File: src/rtl/id_ex_stage_pkg.sv
// Shared ID/EX pipeline definitions: register-zero constant, NOP opcode and
// the control bundle carried from decode into execute.
package id_ex_stage_pkg;

    localparam logic [4:0] REG_ZERO     = 5'd0;
    localparam int         CTRL_ALUOP_W = 4;
    localparam logic [CTRL_ALUOP_W-1:0] ALUOP_NOP = '0;

    typedef struct packed {
        logic                    regwrite;
        logic                    memread;
        logic                    memwrite;
        logic                    memtoreg;
        logic                    alusrc;
        logic [CTRL_ALUOP_W-1:0] aluop;
    } id_ex_ctrl_t;

    localparam id_ex_ctrl_t CTRL_BUBBLE = '{regwrite: 1'b0, memread: 1'b0, memwrite: 1'b0,
                                            memtoreg: 1'b0, alusrc: 1'b0, aluop: ALUOP_NOP};

endpackage

File: src/rtl/id_ex_stage_load_use_detect.sv
// Combinational load-use hazard check: a load in EX whose destination is read
// by the instruction currently in ID.
module load_use_detect
    import id_ex_stage_pkg::*;
(
    input  logic       id_valid_i,
    input  logic [4:0] id_rs_i,
    input  logic [4:0] id_rt_i,
    input  logic       id_uses_rs_i,
    input  logic       id_uses_rt_i,
    input  logic       ex_valid_i,
    input  logic       ex_memread_i,
    input  logic [4:0] ex_regdst_i,
    output logic       lu_o
);

    logic rs_hit;
    logic rt_hit;

    assign rs_hit = id_uses_rs_i && (id_rs_i == ex_regdst_i);
    assign rt_hit = id_uses_rt_i && (id_rt_i == ex_regdst_i);
    assign lu_o   = id_valid_i && ex_valid_i && ex_memread_i &&
                    (ex_regdst_i != REG_ZERO) && (rs_hit || rt_hit);

endmodule

File: src/rtl/id_ex_stage.sv
// ID/EX pipeline register with load-use bubble insertion, branch flush,
// global hold and a same-cycle WB-to-ID operand bypass.
module id_ex_stage
    import id_ex_stage_pkg::*;
#(
    parameter int DATA_W  = 32,
    parameter int ALUOP_W = CTRL_ALUOP_W,
    parameter int CNT_W   = 16
) (
    input  logic               clk_i,
    input  logic               rst_i,
    input  logic               id_valid_i,
    input  logic [4:0]         id_rs_i,
    input  logic [4:0]         id_rt_i,
    input  logic               id_uses_rs_i,
    input  logic               id_uses_rt_i,
    input  logic [DATA_W-1:0]  id_rs_data_i,
    input  logic [DATA_W-1:0]  id_rt_data_i,
    input  logic [DATA_W-1:0]  id_imm_i,
    input  logic [4:0]         id_regdst_i,
    input  logic               id_regwrite_i,
    input  logic               id_memread_i,
    input  logic               id_memwrite_i,
    input  logic               id_memtoreg_i,
    input  logic               id_alusrc_i,
    input  logic [ALUOP_W-1:0] id_aluop_i,
    input  logic               wb_regwrite_i,
    input  logic [4:0]         wb_regdst_i,
    input  logic [DATA_W-1:0]  wb_data_i,
    input  logic               flush_i,
    input  logic               hold_i,
    output logic               ex_valid_o,
    output logic [4:0]         ex_rs_o,
    output logic [4:0]         ex_rt_o,
    output logic [4:0]         ex_regdst_o,
    output logic [DATA_W-1:0]  ex_rs_data_o,
    output logic [DATA_W-1:0]  ex_rt_data_o,
    output logic [DATA_W-1:0]  ex_imm_o,
    output logic               ex_regwrite_o,
    output logic               ex_memread_o,
    output logic               ex_memwrite_o,
    output logic               ex_memtoreg_o,
    output logic               ex_alusrc_o,
    output logic [ALUOP_W-1:0] ex_aluop_o,
    output logic               stall_o,
    output logic [CNT_W-1:0]   bubble_cnt_o
);

    logic              lu;
    logic              ex_valid_q;
    id_ex_ctrl_t       ctrl_q, ctrl_d;
    logic [4:0]        rs_q, rt_q, regdst_q;
    logic [DATA_W-1:0] rs_data_q, rt_data_q, imm_q;
    logic [DATA_W-1:0] rs_data_d, rt_data_d;
    logic [CNT_W-1:0]  cnt_q;
    logic              wb_live;

    load_use_detect u_lu (
        .id_valid_i   (id_valid_i),
        .id_rs_i      (id_rs_i),
        .id_rt_i      (id_rt_i),
        .id_uses_rs_i (id_uses_rs_i),
        .id_uses_rt_i (id_uses_rt_i),
        .ex_valid_i   (ex_valid_q),
        .ex_memread_i (ctrl_q.memread),
        .ex_regdst_i  (regdst_q),
        .lu_o         (lu)
    );

    assign stall_o = lu && !flush_i && !hold_i;

    // Register file writes at the end of this cycle, so ID's read data is stale.
    assign wb_live   = wb_regwrite_i && (wb_regdst_i != REG_ZERO);
    assign rs_data_d = (wb_live && wb_regdst_i == id_rs_i) ? wb_data_i : id_rs_data_i;
    assign rt_data_d = (wb_live && wb_regdst_i == id_rt_i) ? wb_data_i : id_rt_data_i;

    always_comb begin
        ctrl_d          = CTRL_BUBBLE;
        ctrl_d.regwrite = id_valid_i && id_regwrite_i && (id_regdst_i != REG_ZERO);
        ctrl_d.memread  = id_valid_i && id_memread_i;
        ctrl_d.memwrite = id_valid_i && id_memwrite_i;
        ctrl_d.memtoreg = id_valid_i && id_memtoreg_i;
        ctrl_d.alusrc   = id_valid_i && id_alusrc_i;
        ctrl_d.aluop    = id_valid_i ? CTRL_ALUOP_W'(id_aluop_i) : ALUOP_NOP;
    end

    always_ff @(posedge clk_i) begin
        if (rst_i) begin
            ex_valid_q <= 1'b0;
            ctrl_q     <= CTRL_BUBBLE;
            rs_q       <= '0;
            rt_q       <= '0;
            regdst_q   <= '0;
            rs_data_q  <= '0;
            rt_data_q  <= '0;
            imm_q      <= '0;
            cnt_q      <= '0;
        end else if (!hold_i) begin
            if (flush_i || lu) begin
                ex_valid_q <= 1'b0;
                ctrl_q     <= CTRL_BUBBLE;
                rs_q       <= '0;
                rt_q       <= '0;
                regdst_q   <= '0;
                rs_data_q  <= '0;
                rt_data_q  <= '0;
                imm_q      <= '0;
                // A flushed instruction is never counted as a load-use bubble.
                if (stall_o && cnt_q != {CNT_W{1'b1}})
                    cnt_q <= cnt_q + CNT_W'(1);
            end else begin
                ex_valid_q <= id_valid_i;
                ctrl_q     <= ctrl_d;
                rs_q       <= id_rs_i;
                rt_q       <= id_rt_i;
                regdst_q   <= id_regdst_i;
                rs_data_q  <= rs_data_d;
                rt_data_q  <= rt_data_d;
                imm_q      <= id_imm_i;
            end
        end
    end

    assign ex_valid_o    = ex_valid_q;
    assign ex_rs_o       = rs_q;
    assign ex_rt_o       = rt_q;
    assign ex_regdst_o   = regdst_q;
    assign ex_rs_data_o  = rs_data_q;
    assign ex_rt_data_o  = rt_data_q;
    assign ex_imm_o      = imm_q;
    assign ex_regwrite_o = ctrl_q.regwrite;
    assign ex_memread_o  = ctrl_q.memread;
    assign ex_memwrite_o = ctrl_q.memwrite;
    assign ex_memtoreg_o = ctrl_q.memtoreg;
    assign ex_alusrc_o   = ctrl_q.alusrc;
    assign ex_aluop_o    = ALUOP_W'(ctrl_q.aluop);
    assign bubble_cnt_o  = cnt_q;

endmodule

File: config.mk
export PLATFORM = sky130hd
export DESIGN_NAME = id_ex_stage
export DESIGN_NICKNAME = d
export VERILOG_FILES = /design/src/rtl/id_ex_stage_pkg.sv /design/src/rtl/id_ex_stage_load_use_detect.sv /design/src/rtl/id_ex_stage.sv
export SDC_FILE = /design/constraint.sdc
export NUM_CORES = 1
export LEC_CHECK = 0
export ABC_AREA = 0
export CAP_MARGIN = 15
export CORE_MARGIN = 2
export CORE_UTILIZATION = 35
export DETAILED_ROUTE_END_ITERATION = 8
export PLACE_DENSITY = 0.77
export SETUP_SLACK_MARGIN = 0.05
export SYNTH_ARGS = -nofsm -noshare
export SYNTH_HDL_FRONTEND = slang
export SYNTH_SLANG_ARGS = --single-unit
export TNS_END_PERCENT = 50
File: constraint.sdc
create_clock -name clk_i -period 1.9 [get_ports clk_i]
set_input_delay 0.38 -clock clk_i [delete_from_list [all_inputs] [get_ports clk_i]]
set_output_delay 0.38 -clock clk_i [all_outputs]
set_load 0.01 [all_outputs]
==> Yosys cells after proc, flatten, opt, wreduce, memory -nomap -nowiden <==
Cells that the tools add are included.
{ "word_totals": {"out_inout_bits": 138, "wordCells": 58, "in_bits": 165, "ff_bits": 137} }
{ "classes": {"bitwise": 1, "n_reduce_logical": 26, "addsub": 1, "muxes": 11, "n_eq_ne": 5} }
{ "op_table": {"columns": ["cell", "count"], "rows": [
  ["two-way mux 32 bit", 5],
  ["equality test 5 bit", 4],
  ["logical AND 1 bit", 18],
  ["adder 16 x 1 -> 16 bit (second input constant)", 1],
  ["inequality test 16 bit (second input constant)", 1],
  ["two-way mux 5 bit", 3],
  ["nonzero test 5 bit", 3],
  ["two-way mux 9 bit", 1],
  ["two-way mux 4 bit", 1],
  ["AND reduction 3 bit", 1],
  ["logical NOT 1 bit", 2],
  ["logical OR 1 bit", 2],
  ["two-way mux 1 bit", 1],
  ["NOT 1 bit", 1]
]} }

==> Depth between registers and ports, before layout <==
Gate-level depths: netlist of the first run.
{ "logic_depth": {"word_depth": 8, "depth_mapped": 8, "depth_no_buf": 6} }

==> Modules after synthesis <==
From an unflattened synthesis of the first run, not the netlist that was laid out.
{ "hier_totals": {"hier_cells": 652, "hier_area_um2": 5770.5} }
{ "modules_own_cells": {"columns": ["mod", "n_inst", "cells_each", "seq_area_each_um2", "area_per_inst_um2"], "rows": [
  ["id_ex_stage", 1, 635, 2742.6, 5639.2],
  ["load_use_detect", 1, 17, 0.0, 131.4]
]} }

==> Worst setup path after synthesis of the first run <==
OpenSTA, ideal clock, no wires.
{ "synth_path": {"path_type": "flip-flop to flip-flop", "from": "register regdst_q[1], in the netlist ex_regdst_o[1]", "to": "register rt_data_q[16], in the netlist ex_rt_data_o[16]", "path_slack_ps": 36, "period_less_slack_ps": 1864, "n_path_buf": 1, "required_ps": 1768, "arrival_time_ps": 1732, "setup_time_ps": 132, "path_stages_with_launch": 7, "path_cell_list": "dfxtp_1 xnor2_1 nand4_1 o22ai_2 a2111o_1 clkbuf_1 o21ai_0"} }
{ "synth_via": {"elab_chain_cells": 6, "word_cells_on_any_way": 10, "classes_between": "2 x eq/ne; 1 x mux; 7 x reduce/logical"} }
{ "synth_lines": {"columns": ["item", "line_no", "text"], "rows": [
  ["start: declaration", "id_ex_stage.sv:52", "logic [4:0] rs_q, rt_q, regdst_q;"],
  ["start signal: assignment", "id_ex_stage.sv:116", "regdst_q <= id_regdst_i;"],
  ["equality test 5 bit (on tied branches)", "id_ex_stage_load_use_detect.sv:20, id_ex_stage_load_use_detect.sv:21", null],
  ["logical AND 1 bit (on tied branches)", "id_ex_stage_load_use_detect.sv:20, id_ex_stage_load_use_detect.sv:21", null],
  ["logical OR 1 bit", "id_ex_stage_load_use_detect.sv:23", "(ex_regdst_i != REG_ZERO) && (rs_hit || rt_hit);"],
  ["logical AND 1 bit (*)", "id_ex_stage_load_use_detect.sv:23", null],
  ["logical OR 1 bit (*)", "id_ex_stage.sv:99", "if (flush_i || lu) begin"],
  ["two-way mux 32 bit (*)", "id_ex_stage.sv:99", null],
  ["end signal: assignment", "id_ex_stage.sv:118", "rt_data_q <= rt_data_d;"],
  ["end: declaration", "id_ex_stage.sv:53", "logic [DATA_W-1:0] rs_data_q, rt_data_q, imm_q;"]
]} }
Every way passes the cells marked *; elsewhere a longest branch is shown, timed or not.
A chain may end at the register's enable or synchronous reset.

==> Worst setup path in the final report of the first run <==
{ "layout_path": {"from": "register regdst_q[3], in the netlist ex_regdst_o[3]", "to": "output stall_o"} }
{ "layout_via": {"elab_chain_cells": 6, "word_cells_on_any_way": 10, "classes_between": "2 x eq/ne; 8 x reduce/logical"} }
{ "layout_lines": {"columns": ["item", "line_no", "text"], "rows": [
  ["equality test 5 bit (on tied branches)", "id_ex_stage_load_use_detect.sv:20, id_ex_stage_load_use_detect.sv:21", null],
  ["logical AND 1 bit (on tied branches)", "id_ex_stage_load_use_detect.sv:20, id_ex_stage_load_use_detect.sv:21", null],
  ["logical OR 1 bit", "id_ex_stage_load_use_detect.sv:23", null],
  ["logical AND 1 bit (*)", "id_ex_stage_load_use_detect.sv:23", null],
  ["logical AND 1 bit (*) (2 in series)", "id_ex_stage.sv:70", "assign stall_o = lu && !flush_i && !hold_i;"],
  ["end: declaration", "id_ex_stage.sv:45", "output logic stall_o,"]
]} }
Marked as above.

==> summary.txt, run 1 <==
Timing
  • Worst-Margin Slew: 368 ps
  • Hold Fails Final Rpt: 0
  • Final setup vio count: 13
  • Worst Skew: 12.8 ps
  • Period utilization: 103%
  • Slew Limit Headroom: 75.2%
  • Setup_tns: -180 ps
  • Tmin final: 1950 ps
  • Final setup margin: -50.1 ps
  • Final Max Tran Viols: 0
  • Max Freq: 513 MHz
  • RSZ-0062 raised after global routing: yes

Final layout
  • Ant diodes: 0
  • Fin area: 10100 um2
  • Most common cell after layout, fill and taps aside: clkdlybuf4s50_1
  • # nets final: 1062
  • Commonest non-fill, non-tap cells in the layout: clkdlybuf4s50_1, dfxtp_1, nand2_1
  • Share of layout cells above drive strength 1: 17.1%
  • Non-filler cells, final: 1097
  • Layout area overhead: 87.4%
  • Fill count: 1157

Logic synthesis
  • Top cells by area, synth: dfxtp_1, mux2i_1, a22o_1
  • Cell Area, Synth: 5390 um2
  • Syn_area_per_cell: 10.0 um2
  • Sequential share of the synthesized area: 50.9%
  • Post-synthesis cell count: 538
  • Top-area cell type share of the netlist area: 50.9%
  • Synth unique cells: 36
  • Top cell type by total area after synthesis: dfxtp_1
  • Yosys reg bits: 137
  • Syn. warnings: 0
  • Synthesized Nets: 704

Outcome
  • Failing checks: negative setup slack
  • Status: finished with violations

Global routing
  • Antenna violations before repair: 0
  • GRT overflow: 0
  • Overall Global Routing Usage: 23.2%
  • Vias in the first global route: 5498
  • Largest net degree at the start of global routing: 65
  • First-pass GRT wire length: 29400 um

Placed design
  • DP Cell Count: 1047
  • GP Congestion: 0.845
  • Placement Cell Area: 9070 um2
  • HPWL Detailed: 13800 um
  • I/O Buffers: 302

Detailed routing
  • Routed Antenna Nets: 0
  • DR WL/cell: 18.0 um
  • # DRC: 0
  • Vias: 5528
  • DRT Pass-1 Iters: 4
  • DRT iter0 DRCs: 204
  • Drt total wl: 19800 um
  • Via/cell ratio: 5.04

Floorplan
  • Core area: 15100 um2
  • Core Rows: 45
  • Die Ht: 128 um
  • Die area: 16400 um2
  • Ports: 303
  • Effective utilization at floorplan: 35.6%
  • Die width: 128 um

Clock network
  • Root buffer cell: clkbuf_16
  • Inserted Clock Buffers: 17
  • H-tree depth: 4
  • CTS Hold Bufs: 0
  • CTS tree: built
  • Clock sinks: 137
  • Clk slew on worst S/H paths: 60 ps
  • Clock latency on the worst-skew pair: 420 ps
  • Max clock buf depth: 2

Setup path
  • Crit path capture type: output pin
  • Critical Path Fanout Max: 4
  • Setup crit start: ex_regdst_o[3]
  • CP Class: register to output pin
  • Reg-to-Reg Start: ex_regdst_o[4]
  • Critical Path RT: 1520 ps
  • CP arrival: 1570 ps
  • CP Launch Type: register

Hold path
  • HP Start: ex_rt_data_o[18]
  • HP Class: register to register

Pwr
  • P_leak: 3.73 nW
  • Total power: 7.51 mW
  • Peak supply drop: 0.000548 V
  • Pwr/cell area: 744 nW/um2

Run
  • Max cap viols: 0
==> logic make-up after synthesis <==
logic type | share of synthesized area (%)
AOI/OAI and AO/OA | 18.3
xor gates and xnor gates | 3.90
adders and majority gates | 0.232
buffers and inverters | 3.16
DFF | 50.9
muxes | 12.1
and+or+nand+nor | 11.5
==> where the power goes <==
part / total (mW) / switching [mW] / leakage [nW] / internal (mW)
clock: 3.42 / 1.38 / 0.297 / 2.04
sequential: 3.03 / 0.0611 / 1.12 / 2.97
combinational: 1.06 / 0.397 / 2.32 / 0.665
total: 7.51 / 1.84 / 3.73 / 5.68
==> stage by stage <==
stage | hold slack, ps | util (%) | setup slack [ps]
2_1_floorplan | 473 | - | 59.2
3_3_place_gp | 433 | 59.9 | -594
3_5_place_dp | 441 | 59.9 | -610
4_1_cts | 449 | 65.7 | -55.1
5_1_grt | 457 | 66.7 | -126
6_report | 447 | 66.7 | -50.1
==> worst paths after layout <==
kind | slack [ps] | endpoint | cells after the start
max reg2reg | -30 | ex_rt_data_o[20] | 6
max | -50 | stall_o | 5
min | 450 | ex_rt_data_o[18] | 2
min reg2reg | 450 | ex_rt_data_o[18] | 2
==> per-layer routing <==
layer,vias up,track usage [%],share of wire (%)
li1,2680,-,-
met1,2572,26.8,39
met2,244,40.7,50
met3,32,7.01,7.9
met4,0,8.47,2.4
met5,-,0,0
==> cells in the mapped netlist, drive strengths merged <==
| library cell | count |
|---|---|
| nor3 | 2 |
| o21ai | 75 |
| nand3 | 12 |
| a32o | 1 |
| ha | 1 |
| and4 | 1 |
| xor2 | 8 |
| xnor2 | 16 |
| nor4 | 2 |
| nor2 | 9 |
| nor2b | 1 |
| a21o | 1 |
| dfxtp | 137 |
| o31ai | 1 |
| and2 | 3 |
| nand2 | 70 |
| inv | 1 |
| a2111o | 1 |
| buf | 13 |
| a22o | 55 |
| and3b | 1 |
| a2111oi | 1 |
| nand4 | 10 |
| mux2i | 65 |
| and3 | 2 |
| o22ai | 1 |
| nor3b | 1 |
| clkbuf | 23 |
| a21oi | 12 |
| or3 | 10 |
| or4 | 2 |
==> state kept, by name (all words and copies together) (netlist names), 4 cells and up <==
name,count
ex_regdst_o,5
bubble_cnt_o,16
ex_rs_data_o,32
ex_rt_data_o,32
ex_rs_o,5
ex_rt_o,5
ex_imm_o,32
ex_aluop_o,4
==> what timing repair did <==
item                       CTS  global route
setup buffers               10             4
resized for setup           80            28
pin swaps                   30            31
setup endpoints to repair  125           137
cloned                       3             2
==> final cells by class <==
type                       instances  area (um2)  area share [%]
timing repair buffer             375        3790            37.5
sequential                       137        2760            27.3
multi-input combinational        364        2700            26.7
clock buffer                      19         453            4.48
tap                              188         235            2.33
clock inverter                    13         158            1.56
inverter                           1        3.75          0.0372
==> critical path, cell delays in order (launching register included) <==
cell and delay, ps:
dfxtp_4 370, xnor2_2 150, nand4_1 150, o22ai_4 210
and2_4 180, buf_6 90
No activity file was read; power rests on OpenSTA's default activity.
==> run 2, diff against run 1 <==
--- a/config.mk
+++ b/config.mk
@@ -8,11 +8,12 @@
 export ABC_AREA = 0
 export CAP_MARGIN = 15
 export CORE_MARGIN = 2
-export CORE_UTILIZATION = 35
+export CORE_UTILIZATION = 36
 export DETAILED_ROUTE_END_ITERATION = 8
 export PLACE_DENSITY = 0.77
 export SETUP_SLACK_MARGIN = 0.05
 export SYNTH_ARGS = -nofsm -noshare
 export SYNTH_HDL_FRONTEND = slang
+export SYNTH_HIERARCHICAL = 1
 export SYNTH_SLANG_ARGS = --single-unit
 export TNS_END_PERCENT = 50
==> run 2 against run 1 <==
The flow still finishes with violations (negative setup slack); synthesized cell count grew 21%; maximum frequency shrank 21%; power grew 1.5%; non-clock buffer count grew 20; clock skew shrank 2.9 ps; cell count grew 13%; sequential power is essentially flat; first-iteration DRC count grew 52%; wire length grew 22%; die area grew 3.9%; hold slack gained 15 ps; largest power group unchanged.
==> summary.txt, run 2 <==
Logic synthesis
  • Cell Area, Synth: 5770 um2 (+7.1%)
  • Syn. warnings: 6 (+6)
  • Post-synthesis cell count: 652 (+21%)
  • Post-synth EDFFs: 0 (unchanged)
  • Yosys reg bits: 137 (unchanged)
  • Top cell type by total area after synthesis: dfxtp_1
  • Sequential share of the synthesized area: 47.5% (-3.4 points)
  • Top-area cell type share of the netlist area: 47.5% (-3.4 points)
  • Synthesized Nets: 818 (+16%)
  • Top-count cell post-synth: dfxtp_1
  • Synth unique cells: 38 (+5.6%)
  • Primary FF master, synth: dfxtp_1
  • Top cells by area, synth: dfxtp_1, o211ai_1, a22oi_1
  • Synth async-reset ratio: 0% (unchanged)
  • Synth top cells by count: dfxtp_1, o211ai_1, nand2_1
  • Syn_area_per_cell: 8.85 um2 (-12%)

Setup path
  • FF-to-FF path depth: 11 (+5)
  • Delay-heaviest family, CP: simple AND/OR/NAND/NOR gates
  • Critical Path Fanout Max: 7 (+3)
  • CP Launch Type: register
  • CP Class: register to register
  • CP arrival: 2810 ps (+1240 ps)
  • WP depth: 11 (+6)
  • Critical Path, Cell by Cell: buf_4 -> xor2_1 -> nor4_2 -> nand3_1 -> a21oi_2 -> nor3b_2 -> buf_4 -> nand4_1 -> buf_6 -> or4_4 -> a21oi_2
  • Worst path slowest cell: or4_4
  • Crit path capture type: register
  • Critical Path RT: 2250 ps (+730 ps)
  • Buf+Inv Stages, Crit Path: 3 (+2)
  • Slowest stage delay, CP: 410 ps (+40 ps)

Final layout
  • Most common cell after layout, fill and taps aside: clkdlybuf4s50_1
  • Layout area overhead: 89.5%
  • Share of layout cells above drive strength 1: 20.6% (+3.6 points)
  • Post-layout util: 69.3% (+2.6 points)
  • Commonest non-fill, non-tap cells in the layout: clkdlybuf4s50_1, o211ai_1, dfxtp_1
  • # nets final: 1171 (+10%)
  • Fin area: 10900 um2 (+8.2%)

Floorplan
  • Die width: 131 um (+2.0%)
  • Die area: 17100 um2 (+3.9%)
  • Ports: 303 (unchanged)
  • Effective utilization at floorplan: 36.6% (+1.0 points)
  • Core area: 15800 um2 (+4.1%)
  • Core Rows: 46 (+2.2%)
  • Die Ht: 131 um (+2.0%)

Timing
  • Tmin final: 2460 ps (+509 ps)
  • Final setup margin: -559 ps (-509 ps)
  • Max Freq: 407 MHz (-21%)
  • Setup_tns: -43380 ps (-43200 ps)
  • RSZ-0062 raised after global routing: yes
  • Worst-Margin Slew: 566 ps (+198 ps)
  • Hold Fails Final Rpt: 0 (unchanged)
  • Period utilization: 129% (+27 points)
  • Worst Skew: 9.90 ps (-2.89 ps)
  • Final Max Tran Viols: 0 (unchanged)
  • Slew Limit Headroom: 62.3% (-13 points)
  • Final setup vio count: 138 (+125)
  • Hold WS: 462 ps (+15.1 ps)

Detailed routing
  • # DRC: 0 (unchanged)
  • Vias: 6655 (+20%)
  • Via/cell ratio: 5.38 (+6.8%)
  • DR WL/cell: 19.5 um (+8.3%)
  • Routed Antenna Nets: 0 (unchanged)
  • Drt total wl: 24200 um (+22%)
  • DRT Pass-1 Iters: 4 (unchanged)
  • DRT iter0 DRCs: 310 (+52%)

Clock network
  • CTS tree: built
  • Max clock buf depth: 2 (unchanged)
  • Clock latency on the worst-skew pair: 420 ps (about the same)
  • CTS Hold Bufs: 0 (unchanged)
  • Clock sinks: 137 (unchanged)
  • Inserted Clock Buffers: 17 (unchanged)
  • H-tree depth: 4 (unchanged)
  • Clk slew on worst S/H paths: 60 ps (about the same)
  • Root buffer cell: clkbuf_16

Global routing
  • GRT met1 Usage: 29.6% (+2.8 points)
  • Largest net degree at the start of global routing: 65 (unchanged)
  • GRT met3 Usage: 9.61% (+2.6 points)
  • Vias in the first global route: 6700 (+22%)
  • Gr busiest metal: met2
  • Antenna violations before repair: 2 (+2)
  • Overall Global Routing Usage: 27.5% (+4.3 points)
  • Met2 usage in global routing: 46.8% (+6.2 points)
  • GRT overflow: 0 (unchanged)
  • First-pass GRT wire length: 36000 um (+23%)

Outcome
  • Status: finished with violations
  • Failing checks: negative setup slack

Hold path
  • Hold depth: 3 (+1)
  • HP Class: input port to register

Pwr
  • P_leak: 4.03 nW (+7.9%)
  • Peak supply drop: 0.000589 V (+7.6%)
  • Pwr/cell area: 698 nW/um2 (-6.2%)

Placed design
  • I/O Buffers: 302 (unchanged)
  • GP Congestion: 0.877 (+3.8%)
  • Placement Cell Area: 9440 um2 (+4.1%)
  • HPWL Detailed: 16200 um (+17%)

Run
  • Max cap viols: 0 (unchanged)
==> run 2: changes by cell type after synthesis, moves of 41 or more <==
| cell | previous run | this run |
|---|---|---|
| nor2_1 | 9 | 59 |
| a22o_1 | 55 | 0 |
| mux2i_1 | 65 | 1 |
| o21ai_1 | 41 | 0 |
| a22oi_1 | 0 | 55 |
| o211ai_1 | 0 | 129 |
==> run 2: worst paths after layout <==
check	slack (ps)	start	to
worst max-delay path	-560	ex_regdst_o[4]	bubble_cnt_o[14]
worst min-delay path	460	rst_i	bubble_cnt_o[3]
worst max register to register	-560	ex_regdst_o[4]	bubble_cnt_o[14]
worst min register to register	470	ex_rt_data_o[15]	ex_rt_data_o[15]
==> run 2: area by class of cell <==
| class | count | area, um2 |
|---|---|---|
| clock buffers | 18 | 439 |
| well taps | 216 | 270 |
| multi-input cells | 453 | 3190 |
| diodes | 2 | 5.00 |
| repair buffers | 395 | 4120 |
| flip-flops and latches | 137 | 2760 |
| fillers | 1200 | 4840 |
| clock inverters | 14 | 146 |
| inverters | 1 | 3.75 |
==> run 2: worst reg2reg max path: cells and delay by family, from the launching register on <==
| kind | cells | cell delay [ps] |
|---|---|---|
| simple gates | 5 | 1120 |
| compound gates | 2 | 300 |
| xor+xnor | 1 | 170 |
| buf+inv | 3 | 460 |
| flops | 1 | 350 |
==> run 2: cell families after synthesis <==
kind of cell	count (synthesis)	share of synthesized area, %
AO/OA/AOI/OAI	216	27.4
AND/OR/NAND/NOR	212	16.3
flip-flops	137	47.5
buffers and inverters	63	4.92
XOR/XNOR	20	3.04
multiplexers	3	0.564
adder cells (fa/ha/maj)	1	0.217
==> run 2: metrics by stage <==
stage          instances  worst slack, ps  power (mW)
2_1_floorplan        652             -308        3.47
3_3_place_gp        1170             -925        4.20
3_5_place_dp        1170            -1070        4.21
4_1_cts             1231             -580        7.66
5_1_grt             1236             -686        7.90
6_report            1236             -559        7.63
==> run 2: where the power goes <==
| part | internal, mW | total, mW | switching, mW | leakage, nW |
|---|---|---|---|---|
| Clock | 1.97 | 3.32 | 1.35 | 0.283 |
| Combinational | 0.730 | 1.27 | 0.544 | 2.63 |
| Sequential | 2.97 | 3.03 | 0.0575 | 1.12 |
| Total | 5.68 | 7.63 | 1.95 | 4.03 |
==> run 2: metal layers <==
| layer | share of wire [%] | vias up | wire length (um) |
|---|---|---|---|
| met5 | 0 | - | 0 |
| met4 | 5.0 | 0 | 1210 |
| met3 | 9.1 | 70 | 2200 |
| met2 | 50 | 326 | 12000 |
| met1 | 36 | 3131 | 8770 |
| li1 | - | 3128 | - |
==> run 2: repair_timing <==
action                     CTS  global route
setup endpoints to repair  145           146
setup buffers               20             6
gates resized for setup    107            34
pin swaps                   86            33
cloned                      10             0
==> run 3, diff against run 2 <==
--- a/config.mk
+++ b/config.mk
@@ -7,7 +7,7 @@
 export LEC_CHECK = 0
 export ABC_AREA = 0
 export CAP_MARGIN = 15
-export CORE_MARGIN = 2
+export CORE_MARGIN = 5
 export CORE_UTILIZATION = 36
 export DETAILED_ROUTE_END_ITERATION = 8
 export PLACE_DENSITY = 0.77
==> run 3 against run 2 <==
The run still ends with negative setup slack left; clock-buffer cell count up 2; hold slack worse by 64 ps; register-to-register slack better by 30 ps; clock skew about the same; via count down 3.5%; sequential cell count unchanged; combinational power down 8%; global-route usage down 4.0 points; sequential power about the same; maximum frequency down 0.31%; utilization down 4.2 points; largest cell class unchanged; highest routed layer unchanged.
==> summary.txt, run 3 (synthesis results as in run 2) <==
Outcome
  • Status: finished with violations
  • Failing checks: negative setup slack

Floorplan
  • Core area: 15800 um2 (+0.37%)
  • Effective utilization at floorplan: 36.5% (-0.13 points)
  • Die area: 18700 um2 (+9.4%)
  • Core Rows: 46 (unchanged)
  • Die width: 137 um (+4.6%)
  • Ports: 303 (unchanged)
  • Die Ht: 137 um (+4.6%)

Setup path
  • Setup crit start: id_rt_i[4]
  • CP dominant cell by count: buf_4
  • Crit path capture type: register
  • WP depth: 11 (unchanged)
  • Critical Path RT: 2240 ps (about the same)
  • Worst path slowest cell: or4_1
  • CP Launch Type: input port
  • Critical Path, Cell by Cell: clkdlybuf4s50_1 -> xor2_1 -> nor4_1 -> nand3_1 -> a21oi_2 -> nor3b_2 -> buf_4 -> nand4_1 -> buf_4 -> or4_1 -> a21oi_1
  • Delay-heaviest family, CP: simple AND/OR/NAND/NOR gates
  • CP endpoint: bubble_cnt_o[8]
  • Reg-to-Reg Start: ex_regdst_o[3]
  • Critical Path Fanout Max: 4 (-3)
  • Buf+Inv Stages, Crit Path: 3 (unchanged)
  • R2R Setup Slk: -530 ps (+30 ps)
  • CP arrival: 2810 ps (about the same)
  • FF-to-FF path depth: 10 (-1)
  • CP Class: input port to register
  • Reg2Reg Capture Point: bubble_cnt_o[8]
  • Slowest stage delay, CP: 470 ps (+60 ps)

Timing
  • Max Freq: 405 MHz (-0.31%)
  • Final Max Tran Viols: 0 (unchanged)
  • Slew Limit Headroom: 59.7% (-2.6 points)
  • Worst-Margin Slew: 600 ps (+34.1 ps)
  • Hold WS: 398 ps (-63.9 ps)
  • Worst Skew: 9.65 ps (-0.259 ps)
  • Setup_tns: -46830 ps (-3450 ps)
  • Final setup vio count: 138 (unchanged)
  • Hold Fails Final Rpt: 0 (unchanged)
  • Tmin final: 2470 ps (+7.66 ps)
  • RSZ-0062 raised after global routing: yes
  • Period utilization: 130% (+0.40 points)
  • Final setup margin: -567 ps (-7.66 ps)

Detailed routing
  • Routed Antenna Nets: 0 (unchanged)
  • Via/cell ratio: 5.29 (-1.8%)
  • DRT Pass-1 Iters: 4 (unchanged)
  • Drt total wl: 23000 um (-4.7%)
  • DR WL/cell: 18.9 um (-3.0%)
  • DRT iter0 DRCs: 295 (-4.8%)
  • # DRC: 0 (unchanged)
  • Vias: 6425 (-3.5%)

Pwr
  • Total power: 7.72 mW (+1.2%)
  • P_leak: 3.67 nW (-8.9%)
  • Peak supply drop: 0.000617 V (+4.7%)
  • Comb power frac: 15.2% (-1.5 points)
  • Reg power frac: 39.3% (-0.4 points)
  • Net Sw Power: 1.87 mW (-4.2%)
  • Clk pwr share: 45.6% (+2.0 points)
  • Pwr/cell area: 749 nW/um2 (+7.4%)
  • Pint: 5.85 mW (+3.0%)
  • Sw Ratio: 24.2% (-1.4 points)

Global routing
  • Largest net degree at the start of global routing: 70 (+7.7%)
  • Met2 usage in global routing: 39.5% (-7.4 points)
  • GRT met1 Usage: 26.8% (-2.8 points)
  • Vias in the first global route: 6439 (-3.9%)
  • GRT overflow: 0 (unchanged)
  • GRT met3 Usage: 9.15% (-0.45 points)
  • Gr busiest metal: met2
  • Overall Global Routing Usage: 23.5% (-4.0 points)
  • First-pass GRT wire length: 34300 um (-4.9%)
  • Antenna violations before repair: 1 (-1)

Final layout
  • Fill count: 1287 (+7.2%)
  • Post-layout util: 65.1% (-4.2 points)
  • Commonest non-fill, non-tap cells in the layout: clkdlybuf4s50_1, o211ai_1, dfxtp_1
  • Non-filler cells, final: 1215 (-1.7%)
  • # nets final: 1151 (-1.7%)
  • Layout area overhead: 78.6%
  • Share of layout cells above drive strength 1: 13.9% (-6.7 points)
  • Most common cell after layout, fill and taps aside: clkdlybuf4s50_1
  • Fin area: 10300 um2 (-5.7%)

Clock network
  • CTS tree: built
  • Clock sinks: 137 (unchanged)
  • Clk slew on worst S/H paths: 60 ps (about the same)
  • Clock latency on the worst-skew pair: 410 ps (about the same)
  • Inserted Clock Buffers: 17 (unchanged)
  • H-tree depth: 4 (unchanged)
  • Root buffer cell: clkbuf_16
  • Max clock buf depth: 2 (unchanged)

Placed design
  • HPWL Detailed: 16900 um (+3.9%)
  • GP Congestion: 0.879 (+0.18%)
  • Pre-CTS WS: -1090 ps (-25.2 ps)
  • DP Cell Count: 1174 (+0.34%)
  • Placement Cell Area: 9480 um2 (+0.45%)
  • I/O Buffers: 302 (unchanged)

Hold path
  • HP Start: id_rt_i[3]
  • HP Class: input port to register

Run
  • Max cap viols: 0 (unchanged)
## run 3: repair_timing
action	4_1_cts	5_1_grt
endpoints found under the setup margin	141	144
pin swaps	15	9
buffers inserted	5	0
gates cloned	3	0
gates resized for setup	23	13
hold buffers	0	0
## run 3: how the worst min path moves through the flow
stage                            end  slack [ps]  cells past startpoint
global placement     ex_rs_data_o[3]         450                      2
global route              ex_rt_o[1]         420                      4
detailed placement     ex_regwrite_o         460                      2
CTS                 bubble_cnt_o[10]         430                      3
floorplan              ex_regwrite_o         490                      2
finish                    ex_rt_o[3]         400                      4
## run 3: per-layer routing
| layer | wire, um | up-vias | part of all wire, % |
|---|---|---|---|
| met5 | 0 | - | 0 |
| met4 | 718 | 0 | 3.1 |
| met2 | 10900 | 299 | 48 |
| met3 | 2650 | 43 | 12 |
| met1 | 8710 | 2990 | 38 |
| li1 | - | 3093 | - |
## run 3: tightest hold or removal path: stages
cell,delay [ps]
dlymetal6s2s_1,120
buf_4,140
a22oi_1,50
nor2_1,80
## run 3: area by class of cell
type | count | area [um2] | share of cell area (%)
inverter | 1 | 3.75 | 0.0364
multi-input combinational | 453 | 2860 | 27.7
tap | 216 | 270 | 2.62
antenna | 1 | 2.50 | 0.0243
clock buffer | 20 | 467 | 4.53
timing repair buffer | 375 | 3790 | 36.8
sequential | 137 | 2750 | 26.7
clock inverter | 12 | 163 | 1.58
## run 3: power by group through the flow
stage	clock [mW]	combinational (mW)	sequential, mW
global route	3.72	1.24	3.04
detailed placement	0	1.13	3.09
finish	3.52	1.17	3.03
global placement	0	1.13	3.09
floorplan	0	0.330	3.14
CTS	3.57	1.17	3.03
